File: src/rtl/vram_arbiter_pkg.sv
// vram_arbiter_pkg: shared types and constants for the video RAM arbiter.
// Latency: n/a (types, constants and a decode helper only).
// Backpressure: n/a.
package vram_arbiter_pkg;

    // Default geometry of the 8 KB video RAM.
    localparam int VRAM_ADDR_W = 13;
    localparam int VRAM_DATA_W = 8;

    // Window of the 6502 bus that the decoder routes to the video RAM.
    localparam logic [15:0] VRAM_BASE = 16'h8000;
    localparam logic [15:0] VRAM_LAST = 16'h9FFF;

    // Owner of the RAM port for one cycle; also used as the return tag.
    typedef enum logic [1:0] {
        SLOT_IDLE = 2'd0,
        SLOT_VGA  = 2'd1,
        SLOT_CPU  = 2'd2
    } slot_t;

    // True when a 16-bit CPU bus address falls inside the video RAM window.
    function automatic logic vram_hit(input logic [15:0] cpu_bus_addr);
        return (cpu_bus_addr >= VRAM_BASE) && (cpu_bus_addr <= VRAM_LAST);
    endfunction

endpackage

File: src/rtl/vram_arbiter_if.sv
// vram_arbiter_if: VGA fetch, CPU request/ack and video RAM port bundled together.
// Latency: n/a (wiring only).
// Backpressure: CPU side uses level req held until a one-cycle ack; VGA side has none.
interface vram_arbiter_if
    import vram_arbiter_pkg::*;
#(
    parameter int ADDR_W = VRAM_ADDR_W,
    parameter int DATA_W = VRAM_DATA_W
);
    // VGA fetch port
    logic              vga_req;
    logic [ADDR_W-1:0] vga_addr;
    logic [DATA_W-1:0] vga_data;

    // CPU bus port
    logic              cpu_req;
    logic              cpu_we;
    logic [ADDR_W-1:0] cpu_addr;
    logic [DATA_W-1:0] cpu_wdata;
    logic [DATA_W-1:0] cpu_rdata;
    logic              cpu_ack;

    // Video RAM port (synchronous read, one cycle)
    logic [ADDR_W-1:0] mem_addr;
    logic              mem_we;
    logic [DATA_W-1:0] mem_wdata;
    logic [DATA_W-1:0] mem_rdata;

    // Requesters and the RAM: everything around the arbiter.
    modport master (
        output vga_req, vga_addr,
        input  vga_data,
        output cpu_req, cpu_we, cpu_addr, cpu_wdata,
        input  cpu_rdata, cpu_ack,
        input  mem_addr, mem_we, mem_wdata,
        output mem_rdata
    );

    // The arbiter itself.
    modport slave (
        input  vga_req, vga_addr,
        output vga_data,
        input  cpu_req, cpu_we, cpu_addr, cpu_wdata,
        output cpu_rdata, cpu_ack,
        output mem_addr, mem_we, mem_wdata,
        input  mem_rdata
    );

endinterface

File: src/rtl/vram_arbiter.sv
// vram_arbiter: one RAM slot per cycle, VGA fetch has hard priority over CPU; optional stall counter via VRAM_ARB_STATS_EN.
// Latency: vga_data valid 3 cycles after vga_req; cpu_ack 3 cycles after cpu_req unstalled, +1 per coinciding vga_req.
// Backpressure: none toward VGA; CPU waits on level cpu_req until the one-cycle cpu_ack, one access outstanding at a time.
module vram_arbiter
    import vram_arbiter_pkg::*;
#(
    parameter int ADDR_W = VRAM_ADDR_W,
    parameter int DATA_W = VRAM_DATA_W
) (
    input  logic          clk,
    input  logic          reset,
    vram_arbiter_if.slave bus,
    output logic          vga_overrun
`ifdef VRAM_ARB_STATS_EN
    ,
    output logic [15:0]   stall_count
`endif
);

    // Slot being driven onto the RAM this cycle, and the tag of the slot whose data returns now.
    slot_t             slot_q;
    slot_t             slot_d;
    slot_t             tag_q;
    logic              tag_we_q;

    // Registered RAM port and its next values.
    logic [ADDR_W-1:0] addr_q;
    logic [ADDR_W-1:0] addr_d;
    logic              we_q;
    logic              we_d;
    logic [DATA_W-1:0] wdata_q;
    logic [DATA_W-1:0] wdata_d;

    // Return-side registers.
    logic [DATA_W-1:0] vga_data_q;
    logic [DATA_W-1:0] cpu_rdata_q;
    logic              cpu_ack_q;

    // A CPU access may only start when none of its own is in slot, in return, or being acked.
    logic              cpu_elig;
    logic              vga_back_to_back;

    assign cpu_elig         = (slot_q != SLOT_CPU) && (tag_q != SLOT_CPU) && !cpu_ack_q;
    assign vga_back_to_back = bus.vga_req && (slot_q == SLOT_VGA);

    assign bus.mem_addr  = addr_q;
    assign bus.mem_we    = we_q;
    assign bus.mem_wdata = wdata_q;
    assign bus.vga_data  = vga_data_q;
    assign bus.cpu_rdata = cpu_rdata_q;
    assign bus.cpu_ack   = cpu_ack_q;

    // Slot decision: VGA always wins; CPU takes the slot only when eligible; otherwise idle with address held.
    always_comb begin
        slot_d  = SLOT_IDLE;
        addr_d  = addr_q;
        we_d    = 1'b0;
        wdata_d = wdata_q;
        if (bus.vga_req) begin
            slot_d = SLOT_VGA;
            addr_d = bus.vga_addr;
        end else if (bus.cpu_req && cpu_elig) begin
            slot_d  = SLOT_CPU;
            addr_d  = bus.cpu_addr;
            we_d    = bus.cpu_we;
            wdata_d = bus.cpu_wdata;
        end
    end

    // Issue side: register the chosen slot and the RAM port; the tag trails the slot by one cycle.
    always_ff @(posedge clk or posedge reset) begin
        if (reset) begin
            slot_q   <= SLOT_IDLE;
            tag_q    <= SLOT_IDLE;
            tag_we_q <= 1'b0;
            addr_q   <= '0;
            we_q     <= 1'b0;
            wdata_q  <= '0;
        end else begin
            slot_q   <= slot_d;
            tag_q    <= slot_q;
            tag_we_q <= we_q;
            addr_q   <= addr_d;
            we_q     <= we_d;
            wdata_q  <= wdata_d;
        end
    end

    // Return side: route mem_rdata by tag; CPU writes still ack but leave cpu_rdata alone.
    always_ff @(posedge clk or posedge reset) begin
        if (reset) begin
            vga_data_q  <= '0;
            cpu_rdata_q <= '0;
            cpu_ack_q   <= 1'b0;
        end else begin
            cpu_ack_q <= (tag_q == SLOT_CPU);
            if (tag_q == SLOT_VGA) begin
                vga_data_q <= bus.mem_rdata;
            end
            if ((tag_q == SLOT_CPU) && !tag_we_q) begin
                cpu_rdata_q <= bus.mem_rdata;
            end
        end
    end

    // Sticky flag: a new fetch arrived while the previous fetch still owned the slot.
    always_ff @(posedge clk or posedge reset) begin
        if (reset) begin
            vga_overrun <= 1'b0;
        end else if (vga_back_to_back) begin
            vga_overrun <= 1'b1;
        end
    end

`ifdef VRAM_ARB_STATS_EN
    logic cpu_lost_slot;

    assign cpu_lost_slot = bus.vga_req && bus.cpu_req && cpu_elig;

    // Count edges where a CPU access that could have gone was pushed back by VGA; wraps at 16 bits.
    always_ff @(posedge clk or posedge reset) begin
        if (reset) begin
            stall_count <= '0;
        end else if (cpu_lost_slot) begin
            stall_count <= stall_count + 16'd1;
        end
    end
`endif

endmodule

File: src/flat_wrapper.sv
// flat-port wrapper written by rule: the top's interface ports become plain ports
module vram_arbiter_flat import vram_arbiter_pkg::*;
#(
    parameter int ADDR_W = VRAM_ADDR_W,
    parameter int DATA_W = VRAM_DATA_W
)
  (clk, reset, vga_overrun, bus_vga_req, bus_vga_addr, bus_vga_data, bus_cpu_req, bus_cpu_we, bus_cpu_addr, bus_cpu_wdata, bus_cpu_rdata, bus_cpu_ack, bus_mem_addr, bus_mem_we, bus_mem_wdata, bus_mem_rdata);
  vram_arbiter_if #(.ADDR_W(ADDR_W), .DATA_W(DATA_W)) bus_i ();
  input  logic clk;
  input  logic reset;
  output logic vga_overrun;
  input wire logic [$bits(bus_i.vga_req)-1:0] bus_vga_req;
  input wire logic [$bits(bus_i.vga_addr)-1:0] bus_vga_addr;
  output wire logic [$bits(bus_i.vga_data)-1:0] bus_vga_data;
  input wire logic [$bits(bus_i.cpu_req)-1:0] bus_cpu_req;
  input wire logic [$bits(bus_i.cpu_we)-1:0] bus_cpu_we;
  input wire logic [$bits(bus_i.cpu_addr)-1:0] bus_cpu_addr;
  input wire logic [$bits(bus_i.cpu_wdata)-1:0] bus_cpu_wdata;
  output wire logic [$bits(bus_i.cpu_rdata)-1:0] bus_cpu_rdata;
  output wire logic [$bits(bus_i.cpu_ack)-1:0] bus_cpu_ack;
  output wire logic [$bits(bus_i.mem_addr)-1:0] bus_mem_addr;
  output wire logic [$bits(bus_i.mem_we)-1:0] bus_mem_we;
  output wire logic [$bits(bus_i.mem_wdata)-1:0] bus_mem_wdata;
  input wire logic [$bits(bus_i.mem_rdata)-1:0] bus_mem_rdata;
  assign bus_i.vga_req = bus_vga_req;
  assign bus_i.vga_addr = bus_vga_addr;
  assign bus_vga_data = bus_i.vga_data;
  assign bus_i.cpu_req = bus_cpu_req;
  assign bus_i.cpu_we = bus_cpu_we;
  assign bus_i.cpu_addr = bus_cpu_addr;
  assign bus_i.cpu_wdata = bus_cpu_wdata;
  assign bus_cpu_rdata = bus_i.cpu_rdata;
  assign bus_cpu_ack = bus_i.cpu_ack;
  assign bus_mem_addr = bus_i.mem_addr;
  assign bus_mem_we = bus_i.mem_we;
  assign bus_mem_wdata = bus_i.mem_wdata;
  assign bus_i.mem_rdata = bus_mem_rdata;
  vram_arbiter #(.ADDR_W(ADDR_W), .DATA_W(DATA_W)) u_core (.clk(clk), .reset(reset), .bus(bus_i), .vga_overrun(vga_overrun));
endmodule
File: config.mk
export PLATFORM = sky130hd
export DESIGN_NAME = vram_arbiter_flat
export DESIGN_NICKNAME = d
export VERILOG_FILES = /design/src/rtl/vram_arbiter_pkg.sv /design/src/rtl/vram_arbiter_if.sv /design/src/rtl/vram_arbiter.sv /design/src/flat_wrapper.sv
export SDC_FILE = /design/constraint.sdc
export NUM_CORES = 1
export LEC_CHECK = 0
export ABC_AREA = 1
export CAP_MARGIN = 20
export CORE_MARGIN = 5
export CORE_UTILIZATION = 30
export CTS_CLUSTER_SIZE = 16
export DETAILED_ROUTE_END_ITERATION = 8
export PLACE_DENSITY = 0.69
export SYNTH_ARGS = -nofsm -noshare
export SYNTH_HDL_FRONTEND = slang
export SYNTH_SLANG_ARGS = --single-unit
File: constraint.sdc
create_clock -name clk -period 1.4 [get_ports clk]
set_input_delay 0.14 -clock clk [delete_from_list [all_inputs] [get_ports clk]]
set_output_delay 0.14 -clock clk [all_outputs]
set_load 0.005 [all_outputs]
==> reports/qor.yml <==
clock_network:
  post_cts_buffers: 0
  cts_made_buffers: 5
  cts_root_buf: "clkbuf_8"
  path_clk_slew_ps: 80
  clock-sinks: 45
  clk_path_buf_depth: 2
  h-tree-depth: 2
  cts_tree: "done"
  cts_hold_buf: 0
  cts_resized: 0
  clk_latency_ps: 290
critical_path:
  r2r_end: "u_core.bus.cpu_rdata[1]$_DFFE_PP0P_"
  worstPathMaxFanout: 2
  max_stage_delay_ps: 520
  critical_path_class: "reg -> out"
  rr_worst_depth: 6
  crit_cells: 1
  critPathBufInv: 1
  crit_family: "buffers and inverters"
  worstPathArrival_ps: 1190
  crit_path_end_kind: "output pin"
  crit_start: "u_core.bus.mem_addr[12]$_DFFE_PP0P_"
  cp.required_ps: 1260
  rrSetupSlack_ps: 190
  path_cells: "clkdlybuf4s50_1"
  cp-start-kind: "register"
  cp_slowest_cell: "clkdlybuf4s50_1"
  r2r_start: "u_core.tag_q[0]$_DFF_PP0_"
global_route:
  grt_max_degree: 46
  grt_pass1_vias: 1732
  gr-total-overflow: 0
  track_usage_pct: 12.29
  grt_antenna_before_repair: 0
  grt_first_pass_wirelength_um: 8307
die:
  initial_core_util_pct: 30.66
  fp.dieW_um: 90.33
  core_mm2: 0.006314
  dieArea_mm2: 0.008159
  die_h_um: 90.33
  ios: 87
  rows: 29
logic_synthesis:
  synth.top_cells.by_count: "97 x nand2_1, 45 x dfrtp_1, 16 x inv_1, 13 x nand3_1"
  post-synth-top-area-cell: "dfrtp_1"
  synthesis.nets: 266
  synth_seq_area_share_pct: 58.18
  synth.area.top_cells: "dfrtp_1 58%, nand2_1 19%, o21ai_2 3.6%, nand3_1 3.4%, inv_1 3.1%"
  synth_top_family_by_area: "simple AND/OR/NAND/NOR gates"
  syn-mean-instance-area_um2: 8.838
  syn_inst: 219
  yosys_warnings: 0
  synthMuxAreaShare_pct: 0
  async_flop_share_pct: 100.0
  synth.most_common_cell: "nand2_1"
  yosys_most_used_dff: "dfrtp_1"
  synth.distinct_cells: 20
  synth_compound_area_share_pct: 6.076
  syn_area_mm2: 0.001936
  synth_seq_cells: 45
  yosysTopAreaCellShare_pct: 58.18
  synth_enable_flop_cells: 0
  synth_simple_gate_area_share_pct: 28.77
  synth_xor_area_share_pct: 0
  synth_fa_ha_area_share_pct: 0
sta:
  relSlewSlack_pct: 69.84
  clock_skew_ps: 3.638
  min_period_ps: 1331
  tightest_slew_ps: 451.2
  hold_ws_ps: 199.1
  min_period_over_period_pct: 95.04
  rsz0062_at_grt: "no"
  setup_tns_ps: 0
  max_clock_freq_mhz: 751.6
  hold_viol: 0
  setup_viol: 0
  slew_violations: 0
place:
  dpl_cell_area_mm2: 0.002898
  place_hpwl_um: 3633
  gp_congestion: 0.7420
  port_buffers: 86
cells_and_area:
  final_layout_size_suffix_gt1_share_pct: 11.22
  n_antenna_cell: 0
  syn_to_final_growth_pct: 55.07
  final_area_mm2: 0.003002
  fin_util_pct: 47.54
  layout.nets: 358
pwr:
  power.density_mw_per_mm2: 1101
  total_power_w: 0.003304
  ir_drop_mv: 0.4637
  p_leak_nw: 1.490
flow_run:
  max_cap_violations: 0
routing:
  vias: 1707
  drt-pass1-iter-count: 4
  wl_per_cell_um: 12.28
  antenna_left: 0
  wl_um: 4777
  drcViolationCount: 0
  drt-vias-per-instance: 4.388
  drt_iter0_drc: 53
worst_hold_path:
  hold_path.class: "in -> async"
status:
  status: "complete, no violations"
[state kept, by name, summed over array words and instances (netlist names)]
register	count
u_core.tag_q	2
u_core.bus.mem_wdata	8
u_core.slot_q	2
u_core.bus.mem_addr	13
u_core.bus.cpu_ack	1
u_core.tag_we_q	1
u_core.bus.mem_we	1
u_core.vga_overrun	1
u_core.bus.vga_data	8
u_core.bus.cpu_rdata	8
[stage by stage]
step | cells | setup WS [ps]
6_report | 389 | 69.48
5_1_grt | 389 | 2.937
4_1_cts | 389 | 23.50
3_5_place_dp | 381 | 0.7876
3_3_place_gp | 381 | 28.23
2_1_floorplan | 219 | 200.6
[worst max path at each step]
stage                                          end  slack [ps]
5_1_grt                           bus_mem_addr[10]           3
3_3_place_gp    u_core.bus.mem_addr[2]$_DFFE_PP0P_          30
3_5_place_dp   u_core.bus.mem_wdata[5]$_DFFE_PP0P_         0.8
4_1_cts                                bus_cpu_ack          20
6_report                          bus_mem_addr[12]          70
2_1_floorplan         u_core.bus.cpu_ack$_DFF_PP0_         200
[kinds of logic (layout without fill, tap and decap cells)]
family / after synthesis / count (layout)
AOI/OAI and AO/OA: 17 / 17
buffers and inverters: 27 / 120
DFF: 45 / 45
and+or+nand+nor: 130 / 130
[layout make-up]
cell class / count / area (um2)
Clock buffer: 7 / 96.34
Clock inverter: 1 / 5.005
Fill cell: 618 / 3312
Inverter: 18 / 67.56
Multi-Input combinational cell: 147 / 674.4
Sequential cell: 45 / 1126
Tap cell: 77 / 96.34
Timing Repair Buffer: 94 / 935.9
[where the power goes]
part           leakage (nW)  switching, W  internal, W  total [W]
Sequential            0.553      0.000104      0.00148    0.00158
Clock                0.0542      0.000414     0.000446   0.000860
Combinational         0.882      0.000330     0.000531   0.000860
[per-layer routing]
metal  global-route usage, %  up-vias  wire (um)
li1                        -      869          -
met3                   4.500        2        389
met2                   19.82       60       2264
met5                       0        -          0
met4                   4.094        0         44
met1                   15.19      776       2079
[cell usage in the layout (no fill, tap or decap)]
cell type,instances
clkbuf_8,7
buf_4,7
nor2_1,3
nand2_1,97
nand2_2,5
buf_12,1
dlymetal6s2s_1,1
inv_1,15
inv_2,3
nand4_2,1
clkdlybuf4s50_1,85
o21ai_2,8
nand3_1,13
o21ai_0,8
or2_1,1
nand3_2,1
nand4_1,8
dfrtp_1,45
nor2_2,1
clkinv_2,1
o31ai_1,1
Note: power is estimated with default switching activity, not from simulation.
